$ cat config.mk
export PLATFORM = sky130hd
export DESIGN_NAME = mult_seq_controller_flat
export DESIGN_NICKNAME = d
export VERILOG_FILES = /design/src/rtl/mult_seq_controller_if.sv /design/src/rtl/mult_seq_controller.sv /design/src/flat_wrapper.sv
export SDC_FILE = /design/constraint.sdc
export NUM_CORES = 1
export LEC_CHECK = 0
export CAP_MARGIN = 20
export CORE_AREA = 2 2 39 41
export DETAILED_ROUTE_END_ITERATION = 8
export DIE_AREA = 0 0 41 43
export DONT_BUFFER_PORTS = 1
export GPL_TIMING_DRIVEN = 0
export PLACE_DENSITY = 0.74
export REMOVE_ABC_BUFFERS = 1
export SYNTH_ARGS = -nofsm -noshare
export SYNTH_HDL_FRONTEND = slang
export SYNTH_SLANG_ARGS = --single-unit
$ cat constraint.sdc
create_clock -name clk -period 2.05 [get_ports clk]
set_input_delay 0.5125 -clock clk [delete_from_list [all_inputs] [get_ports clk]]
set_output_delay 0.5125 -clock clk [all_outputs]
set_load 0.02 [all_outputs]
$ cat src/rtl/mult_seq_controller_if.sv
// Handshake bundle between the multiply sequencer (master) and the host/datapath side (slave).
interface mult_seq_controller_if #(
  parameter int ADDR_W = 4
);
  logic              start, abort;
  logic              lzd_a_done, lzd_b_done;
  logic              shift_a_done, shift_b_done, add_done;
  logic              mul_done, rshift_done;
  logic              ld_a, ld_b, lzd_en, shift_en, add_en, mul_en, rshift_en, write_en;
  logic [ADDR_W-1:0] addr;
  logic              write_file, done, busy, error;
  logic [2:0]        err_phase;

  modport master (
    input  start, abort, lzd_a_done, lzd_b_done, shift_a_done, shift_b_done,
           add_done, mul_done, rshift_done,
    output ld_a, ld_b, lzd_en, shift_en, add_en, mul_en, rshift_en, write_en,
           addr, write_file, done, busy, error, err_phase
  );

  modport slave (
    output start, abort, lzd_a_done, lzd_b_done, shift_a_done, shift_b_done,
           add_done, mul_done, rshift_done,
    input  ld_a, ld_b, lzd_en, shift_en, add_en, mul_en, rshift_en, write_en,
           addr, write_file, done, busy, error, err_phase
  );
endinterface

$ cat src/rtl/mult_seq_controller.sv
// Walks N_ELEMS operand pairs through load/LZD/normalise/multiply/rshift/write, then flushes.
// Define MULT_SEQ_TIMEOUT_EN to build the per-phase watchdog, ERR state and error reporting.
module mult_seq_controller #(
  parameter int N_ELEMS     = 16,
  parameter int ADDR_W      = 4,
  parameter int TIMEOUT_CYC = 255,
  parameter int TO_W        = 8
) (
  input logic                   clk,
  input logic                   rst_n,
  mult_seq_controller_if.master bus
);

  if (N_ELEMS < 1 || N_ELEMS > (1 << ADDR_W) || TIMEOUT_CYC < 2 ||
      (1 << TO_W) <= TIMEOUT_CYC) begin : g_bad_cfg
    $error("mult_seq_controller: illegal parameter set");
  end

  typedef enum logic [3:0] {
    S_IDLE, S_ARM, S_LOAD, S_LZD, S_SHIFT_ADD, S_MUL, S_RSHIFT,
    S_WRITE, S_NEXT, S_FLUSH, S_DONE
`ifdef MULT_SEQ_TIMEOUT_EN
    , S_ERR
`endif
  } state_t;

  state_t            state, state_nx;
  logic [ADDR_W-1:0] addr, addr_nx;
  logic [2:0]        phase;

  // Wait-phase code doubles as the err_phase value and the watchdog enable.
  always_comb begin
    phase = 3'd0;
    case (state)
      S_LZD:       phase = 3'd1;
      S_SHIFT_ADD: phase = 3'd2;
      S_MUL:       phase = 3'd3;
      S_RSHIFT:    phase = 3'd4;
      default:     phase = 3'd0;
    endcase
  end

`ifdef MULT_SEQ_TIMEOUT_EN
  logic [TO_W-1:0] wd_cnt;
  logic            wd_exp;
  logic            error_q;
  logic [2:0]      err_phase_q;

  assign wd_exp = (phase != 3'd0) && (wd_cnt == TO_W'(TIMEOUT_CYC - 1));
`endif

  always_ff @(posedge clk or negedge rst_n) begin
    if (!rst_n) begin
      state <= S_IDLE;
      addr  <= '0;
    end else begin
      state <= state_nx;
      addr  <= addr_nx;
    end
  end

  always_comb begin
    state_nx = state;
    addr_nx  = addr;
    case (state)
      S_IDLE:      if (bus.start) state_nx = S_ARM;
      S_ARM:       if (!bus.start) begin
                     state_nx = S_LOAD;
                     addr_nx  = '0;
                   end
      S_LOAD:      state_nx = S_LZD;
      S_LZD:       if (bus.lzd_a_done && bus.lzd_b_done) state_nx = S_SHIFT_ADD;
      S_SHIFT_ADD: if (bus.shift_a_done && bus.shift_b_done && bus.add_done)
                     state_nx = S_MUL;
      S_MUL:       if (bus.mul_done) state_nx = S_RSHIFT;
      S_RSHIFT:    if (bus.rshift_done) state_nx = S_WRITE;
      S_WRITE:     state_nx = S_NEXT;
      S_NEXT:      if (addr == ADDR_W'(N_ELEMS - 1)) state_nx = S_FLUSH;
                   else begin
                     state_nx = S_LOAD;
                     addr_nx  = addr + ADDR_W'(1);
                   end
      S_FLUSH:     state_nx = S_DONE;
      S_DONE:      state_nx = S_IDLE;
`ifdef MULT_SEQ_TIMEOUT_EN
      S_ERR:       if (bus.start) state_nx = S_ARM;
`endif
      default:     state_nx = S_IDLE;
    endcase
`ifdef MULT_SEQ_TIMEOUT_EN
    // A wait state that is not leaving this cycle has its done condition false.
    if (wd_exp && state_nx == state) state_nx = S_ERR;
`endif
    if (bus.abort && state != S_IDLE) begin
      state_nx = S_IDLE;
      addr_nx  = '0;
    end
  end

`ifdef MULT_SEQ_TIMEOUT_EN
  always_ff @(posedge clk or negedge rst_n) begin
    if (!rst_n)                                     wd_cnt <= '0;
    else if (phase == 3'd0 || state_nx != state)    wd_cnt <= '0;
    else                                            wd_cnt <= wd_cnt + TO_W'(1);
  end

  always_ff @(posedge clk or negedge rst_n) begin
    if (!rst_n) begin
      error_q     <= 1'b0;
      err_phase_q <= 3'd0;
    end else if (state_nx == S_ERR && state != S_ERR) begin
      error_q     <= 1'b1;
      err_phase_q <= phase;
    end else if (state == S_ERR && state_nx == S_ARM) begin
      error_q     <= 1'b0;
      err_phase_q <= 3'd0;
    end
  end

  assign bus.busy      = (state != S_IDLE) && (state != S_ERR);
  assign bus.error     = error_q;
  assign bus.err_phase = err_phase_q;
`else
  assign bus.busy      = (state != S_IDLE);
  assign bus.error     = 1'b0;
  assign bus.err_phase = 3'd0;
`endif

  assign bus.ld_a       = (state == S_LOAD);
  assign bus.ld_b       = (state == S_LOAD);
  assign bus.lzd_en     = (state == S_LZD);
  assign bus.shift_en   = (state == S_SHIFT_ADD);
  assign bus.add_en     = (state == S_SHIFT_ADD);
  assign bus.mul_en     = (state == S_MUL);
  assign bus.rshift_en  = (state == S_RSHIFT);
  assign bus.write_en   = (state == S_WRITE);
  assign bus.write_file = (state == S_FLUSH);
  assign bus.done       = (state == S_DONE);
  assign bus.addr       = addr;

endmodule

$ cat src/flat_wrapper.sv
// flat-port wrapper written by rule: the top's interface ports become plain ports
module mult_seq_controller_flat 
#(
  parameter int N_ELEMS     = 16,
  parameter int ADDR_W      = 4,
  parameter int TIMEOUT_CYC = 255,
  parameter int TO_W        = 8
)
  (clk, rst_n, bus_start, bus_abort, bus_lzd_a_done, bus_lzd_b_done, bus_shift_a_done, bus_shift_b_done, bus_add_done, bus_mul_done, bus_rshift_done, bus_ld_a, bus_ld_b, bus_lzd_en, bus_shift_en, bus_add_en, bus_mul_en, bus_rshift_en, bus_write_en, bus_addr, bus_write_file, bus_done, bus_busy, bus_error, bus_err_phase);
  mult_seq_controller_if #(.ADDR_W(ADDR_W)) bus_i ();
  input logic clk;
  input logic rst_n;
  input wire logic [$bits(bus_i.start)-1:0] bus_start;
  input wire logic [$bits(bus_i.abort)-1:0] bus_abort;
  input wire logic [$bits(bus_i.lzd_a_done)-1:0] bus_lzd_a_done;
  input wire logic [$bits(bus_i.lzd_b_done)-1:0] bus_lzd_b_done;
  input wire logic [$bits(bus_i.shift_a_done)-1:0] bus_shift_a_done;
  input wire logic [$bits(bus_i.shift_b_done)-1:0] bus_shift_b_done;
  input wire logic [$bits(bus_i.add_done)-1:0] bus_add_done;
  input wire logic [$bits(bus_i.mul_done)-1:0] bus_mul_done;
  input wire logic [$bits(bus_i.rshift_done)-1:0] bus_rshift_done;
  output wire logic [$bits(bus_i.ld_a)-1:0] bus_ld_a;
  output wire logic [$bits(bus_i.ld_b)-1:0] bus_ld_b;
  output wire logic [$bits(bus_i.lzd_en)-1:0] bus_lzd_en;
  output wire logic [$bits(bus_i.shift_en)-1:0] bus_shift_en;
  output wire logic [$bits(bus_i.add_en)-1:0] bus_add_en;
  output wire logic [$bits(bus_i.mul_en)-1:0] bus_mul_en;
  output wire logic [$bits(bus_i.rshift_en)-1:0] bus_rshift_en;
  output wire logic [$bits(bus_i.write_en)-1:0] bus_write_en;
  output wire logic [$bits(bus_i.addr)-1:0] bus_addr;
  output wire logic [$bits(bus_i.write_file)-1:0] bus_write_file;
  output wire logic [$bits(bus_i.done)-1:0] bus_done;
  output wire logic [$bits(bus_i.busy)-1:0] bus_busy;
  output wire logic [$bits(bus_i.error)-1:0] bus_error;
  output wire logic [$bits(bus_i.err_phase)-1:0] bus_err_phase;
  assign bus_i.start = bus_start;
  assign bus_i.abort = bus_abort;
  assign bus_i.lzd_a_done = bus_lzd_a_done;
  assign bus_i.lzd_b_done = bus_lzd_b_done;
  assign bus_i.shift_a_done = bus_shift_a_done;
  assign bus_i.shift_b_done = bus_shift_b_done;
  assign bus_i.add_done = bus_add_done;
  assign bus_i.mul_done = bus_mul_done;
  assign bus_i.rshift_done = bus_rshift_done;
  assign bus_ld_a = bus_i.ld_a;
  assign bus_ld_b = bus_i.ld_b;
  assign bus_lzd_en = bus_i.lzd_en;
  assign bus_shift_en = bus_i.shift_en;
  assign bus_add_en = bus_i.add_en;
  assign bus_mul_en = bus_i.mul_en;
  assign bus_rshift_en = bus_i.rshift_en;
  assign bus_write_en = bus_i.write_en;
  assign bus_addr = bus_i.addr;
  assign bus_write_file = bus_i.write_file;
  assign bus_done = bus_i.done;
  assign bus_busy = bus_i.busy;
  assign bus_error = bus_i.error;
  assign bus_err_phase = bus_i.err_phase;
  mult_seq_controller #(.N_ELEMS(N_ELEMS), .ADDR_W(ADDR_W), .TIMEOUT_CYC(TIMEOUT_CYC), .TO_W(TO_W)) u_core (.clk(clk), .rst_n(rst_n), .bus(bus_i));
endmodule
After elaboration in Yosys (flattened, before gate mapping)
Cells that the tools add are included.
{ "op_classes": {"n_mux": 13, "addsub": 1, "reduce_logical": 9, "n_eq_ne": 18} }
{ "op_table": {"columns": ["op", "count"], "rows": [
  ["4-bit 2-to-1 mux", 11],
  ["4-bit case mux with 10 select lines", 1],
  ["4-bit by 3-bit equality test with 1-bit output, second input constant", 4],
  ["4-bit equality test, second input constant", 4],
  ["3-bit by 2-bit != test with 1-bit output, second input constant", 4],
  ["4-bit by 2-bit equality test with 1-bit output, second input constant", 2],
  ["4-bit case mux with 2 select lines", 1],
  ["3-bit by 1-bit != test with 1-bit output, second input constant", 2],
  ["6-bit AND reduction", 1],
  ["4-bit by 1-bit adder with 4-bit output, second input constant", 1],
  ["4-bit by 1-bit equality test with 1-bit output, second input constant", 1],
  ["1-bit logical AND", 4],
  ["4-bit logical NOT", 1],
  ["4-bit nonzero test", 1],
  ["3-bit != test, second input constant", 1],
  ["3-bit AND reduction", 1],
  ["3-bit nonzero test", 1]
]} }
{ "word_totals": {"register_bits": 8, "elab_cells": 43} }

Longest topological paths before layout
{ "logic_depth": {"word_depth": 5, "mapped_depth": 6} }

Worst setup path after synthesis
Ideal clock, no wire load.
{ "synth_timing": {"kind": "reg2out", "start": "register u_core.state[0]", "end": "output port bus_ld_b", "path_stages_with_launch": 5, "arrival_ns": 1.573, "path_slack_ns": -0.036, "path_buffers": 2, "required_time_ns": 1.537, "path_cell_list": "dfrtp_1 > buf_4 > or2b_2 > nor3_1 > buf_4"} }
{ "synth_via": {"elab_chain_len": 1} }
{ "synth_rtl": {"columns": ["item", "line", "source"], "rows": [
  ["start, declared", "mult_seq_controller.sv:27", "state_t state, state_nx;"],
  ["start signal, assigned", "mult_seq_controller.sv:57", "state <= state_nx;"],
  ["4-bit by 2-bit equality test with 1-bit output", null, null],
  ["end, declared", "flat_wrapper.sv:23", "output wire logic [$bits(bus_i.ld_b)-1:0] bus_ld_b;"]
]} }
No other way between the ends.

Final worst setup path
{ "layout_timing": {"start": "register u_core.addr[0] (netlist: u_core.bus.addr[0])", "end": "register u_core.addr[2] (netlist: u_core.bus.addr[2])"} }
{ "layout_via": {"elab_chain_len": 4, "elab_cells_between_ends": 7, "classes_between": "add/sub (1); eq/ne (2); mux (3); reduce/logical (1)"} }
{ "layout_rtl": {"columns": ["item", "line", "source"], "rows": [
  ["start, declared", "mult_seq_controller.sv:28", "logic [ADDR_W-1:0] addr, addr_nx;"],
  ["start signal, assigned", "mult_seq_controller.sv:58", "addr <= addr_nx;"],
  ["4-bit by 1-bit adder with 4-bit output", "mult_seq_controller.sv:81", "addr_nx = addr + ADDR_W'(1);"],
  ["4-bit 2-to-1 mux", "mult_seq_controller.sv:78", "S_NEXT: if (addr == ADDR_W'(N_ELEMS - 1)) state_nx = S_FLUSH;"],
  ["4-bit case mux with 2 select lines", "mult_seq_controller.sv:65", "case (state)"],
  ["4-bit 2-to-1 mux", "mult_seq_controller.sv:94", "if (bus.abort && state != S_IDLE) begin"]
]} }
Several ways; a longest one is shown, not always the timed one. The select of a mux whose other input is x is not followed.
A chain may end at the register's enable or synchronous reset.

==> reports/results.tsv <==
metric	value	unit
Stages on worst setup path	6	
CP delay by family, top	compound AO/OA/AOI/OAI gates	
diode count	0	
R2R Setup Slk	0.1	ns
routability cong.	0.822	
H-tree depth	1	
Max-cap violations	0	
Arr. time, crit path	2.09	ns
Period Utilization, post-route	95.3	%
Cell Area, Synth	671	um2
vias in the first global route	587	
unrepaired setup endpoints after global routing	no	
Worst Path Required	2.19	ns
layout cells sized above 1	17.8	%
Post-DP HPWL	1020	um
die width	41	um
cells on worst reg2reg path	6	
Area Overhead vs Synth	6.34	%
Max Slew Vio Count	0	
initial antenna violation count	0	
Initial Util	48.5	%
Sw Ratio	47.9	%
latest clock arrival within the worst-skew pair	0.26	ns
cell row count	14	
hold endpoint	u_core.state[3]$_DFFE_PN0P_	
CP Class	reg -> reg	
fmax	512	MHz
routed wire length	1570	um
crit path time final	1.95	ns
TritonCTS buffer count	3	
Final Non-Filler Cells	106	
largest net degree at the start of global routing	18	
Final setup viols	0	
first-pass GRT wire length	2490	um
placed instance count	99	
CTS Sinks	8	
Antenna Violating Nets Remaining	0	
Crit path buffers/inverters	0	
crit-path max FO	5	
# nets final	104	
Worst R2R End	u_core.bus.addr[2]$_DFFE_PN0P_	
Reg clk slew, reported paths	0.06	ns
WHS Path Cells	1	
Fill cells	129	
Hold Path Class	in -> reg	
maximum VDD drop	0.463	mV
Detailed Route Iter0 Violations	25	
Post-Synthesis Cells	90	
CP Cell Sequence	ha_2, and3_1, or3_1, a21oi_1, o21ai_1, a221o_1	
syn_area_per_cell	7.45	um2
CTS tree	built	
Ports	30	
Reg power frac	27.5	%
slowest CP cell	dfrtp_2	
PortBufs	0	
CP Capture Type	register	
hold_sp	bus_abort	
RR Startpoint	u_core.bus.addr[0]$_DFFE_PN0P_	
vias	687	
CP peak stage delay	0.48	ns
Clock Power Share	16.6	%
P_leak	0.310	nW
Cell variety after synth	30	
outcome	finished clean	
grt total ovfl	0	
WHS	0.305	ns
slew margin rel.	50.0	%
overall routing resource usage	20.1	%
area share of the largest cell type after synthesis	29.9	%
Core Area	1380	um2
switching pwr	368	uW
Worst Skew	0.00279	ns
clk buf depth	2	
DRC Markers	0	
YS warnings	0	
full die area	1760	um2
register area share after synthesis	29.9	%
worst slew pin tran	0.743	ns
Combinational Power Share	55.9	%
Critical Path Start Type	register	
Routed wire per std cell	14.8	um
Vias per Instance	6.48	
Die Y-Extent	43	um
first-pass detailed-route iteration total	4	
Yosys top cell by area	dfrtp_1	
Pwr Density	1080	nW/um2
Final Hold Fails	0	
PnR Total Power	768	uW
cell-internal power	400	uW
top cells by area, synth	dfrtp_1 30%, buf_4 9.0%, a21oi_1 7.5%, nor2_1 5.0%, nand3_1 4.5%	
Root Buffer	clkbuf_4	
flops & latches, synth	8	
-- power by group through the flow --
stage               sequential (mW)  combinational (mW)  clock, mW
finish                        0.212               0.429      0.127
global route                  0.213               0.487      0.137
CTS                           0.210               0.422      0.127
detailed placement            0.266               0.306          0
global placement              0.262               0.291          0
floorplan                     0.244               0.263          0
-- final cells by class --
type | count | area [um2] | share of cell area (%)
Multi-Input combinational cell | 70 | 409 | 57.4
Tap cell | 16 | 20.0 | 2.81
Clock buffer | 3 | 22.5 | 3.16
Inverter | 3 | 11.3 | 1.58
Sequential cell | 8 | 206 | 28.9
Timing Repair Buffer | 6 | 43.8 | 6.14
-- state kept, by name, summed over array words and instances, names as in the netlist --
| name | count |
|---|---|
| u_core.bus.addr | 4 |
| u_core.state | 4 |
-- worst max-delay path by stage --
| stage | from | endpoint | slack [ns] |
|---|---|---|---|
| 3_5_place_dp | u_core.state[0]$_DFFE_PN0P_ | bus_ld_b | -0.28 |
| 6_report | u_core.bus.addr[0]$_DFFE_PN0P_ | u_core.bus.addr[2]$_DFFE_PN0P_ | 0.1 |
| 3_3_place_gp | u_core.state[3]$_DFFE_PN0P_ | u_core.state[0]$_DFFE_PN0P_ | -0.58 |
| 4_1_cts | u_core.bus.addr[0]$_DFFE_PN0P_ | u_core.bus.addr[2]$_DFFE_PN0P_ | 0.01 |
| 2_1_floorplan | u_core.state[3]$_DFFE_PN0P_ | u_core.state[0]$_DFFE_PN0P_ | -0.41 |
| 5_1_grt | u_core.bus.addr[0]$_DFFE_PN0P_ | u_core.bus.addr[2]$_DFFE_PN0P_ | 0.0008 |
-- cells in the final DEF (no fill, tap or decap), drive strengths merged, types with 2 or more instances in the layout --
cell    instances
o21ai           5
nor3            4
buf             5
and3            2
inv             3
nand2b          3
a211oi          2
nand3           6
nor2b           2
nor2            9
dfrtp           8
clkbuf          3
nand2           7
a22o            2
a21oi          10
conb            4
-- routing by layer --
layer  wire [um]  track usage [%]  vias to the layer above
li1            -                -                      311
met4          73             10.7                        0
met3         115             3.66                       11
met5           0                0                        -
met1         632             26.4                      323
met2         750             29.7                       42
-- cell usage after synthesis --
cell      instances
and3_1            2
o211ai_1          1
nand3_1           6
o22ai_1           1
nor2_1            9
o31ai_1           1
a211o_1           1
buf_4             8
a21o_1            1
a21oi_1          10
inv_1             3
a22o_1            2
and3b_1           1
ha_1              1
nand2b_1          3
dfrtp_1           8
a221o_1           1
nor2b_1           2
or2b_2            1
clkbuf_1          4
xnor2_1           1
a222oi_1          1
nor3_1            4
a211oi_1          2
a21bo_2           1
nand2_1           7
conb_1            1
nor4_1            1
o21ai_0           5
or3_1             1
-- logic make-up (layout without fill, tap and decap cells) --
| group | after synthesis | in the layout | share of synthesized area (%) |
|---|---|---|---|
| adder cells (fa/ha/maj) | 1 | 1 | 1.87 |
| AO/OA/AOI/OAI | 27 | 27 | 26.1 |
| buffers and inverters | 15 | 12 | 12.9 |
| AND/OR/NAND/NOR | 37 | 37 | 27.4 |
| other | 1 | 4 | 0.559 |
| XOR/XNOR | 1 | 1 | 1.31 |
| flip-flops | 8 | 8 | 29.9 |
-- repair_timing --
item,CTS,global route
endpoints found under the setup margin,5,5
setup buffers,3,0
hold endpoints to repair,8,0
hold buffers,1,0
gates resized for setup,4,5
pin swaps,2,0
-- per-stage QoR --
stage | TNS (ns) | area (um2) | util, % | setup slack (ns)
floorplan | -1.47 | 607 | - | -0.408
global placement | -2.43 | 627 | 45.3 | -0.581
detailed placement | -0.645 | 638 | 46.1 | -0.285
CTS | 0 | 707 | 51.1 | 0.00962
global route | 0 | 713 | 51.5 | 0.000846
finish | 0 | 713 | 51.5 | 0.0957
Power figures use the tool's default switching activity.
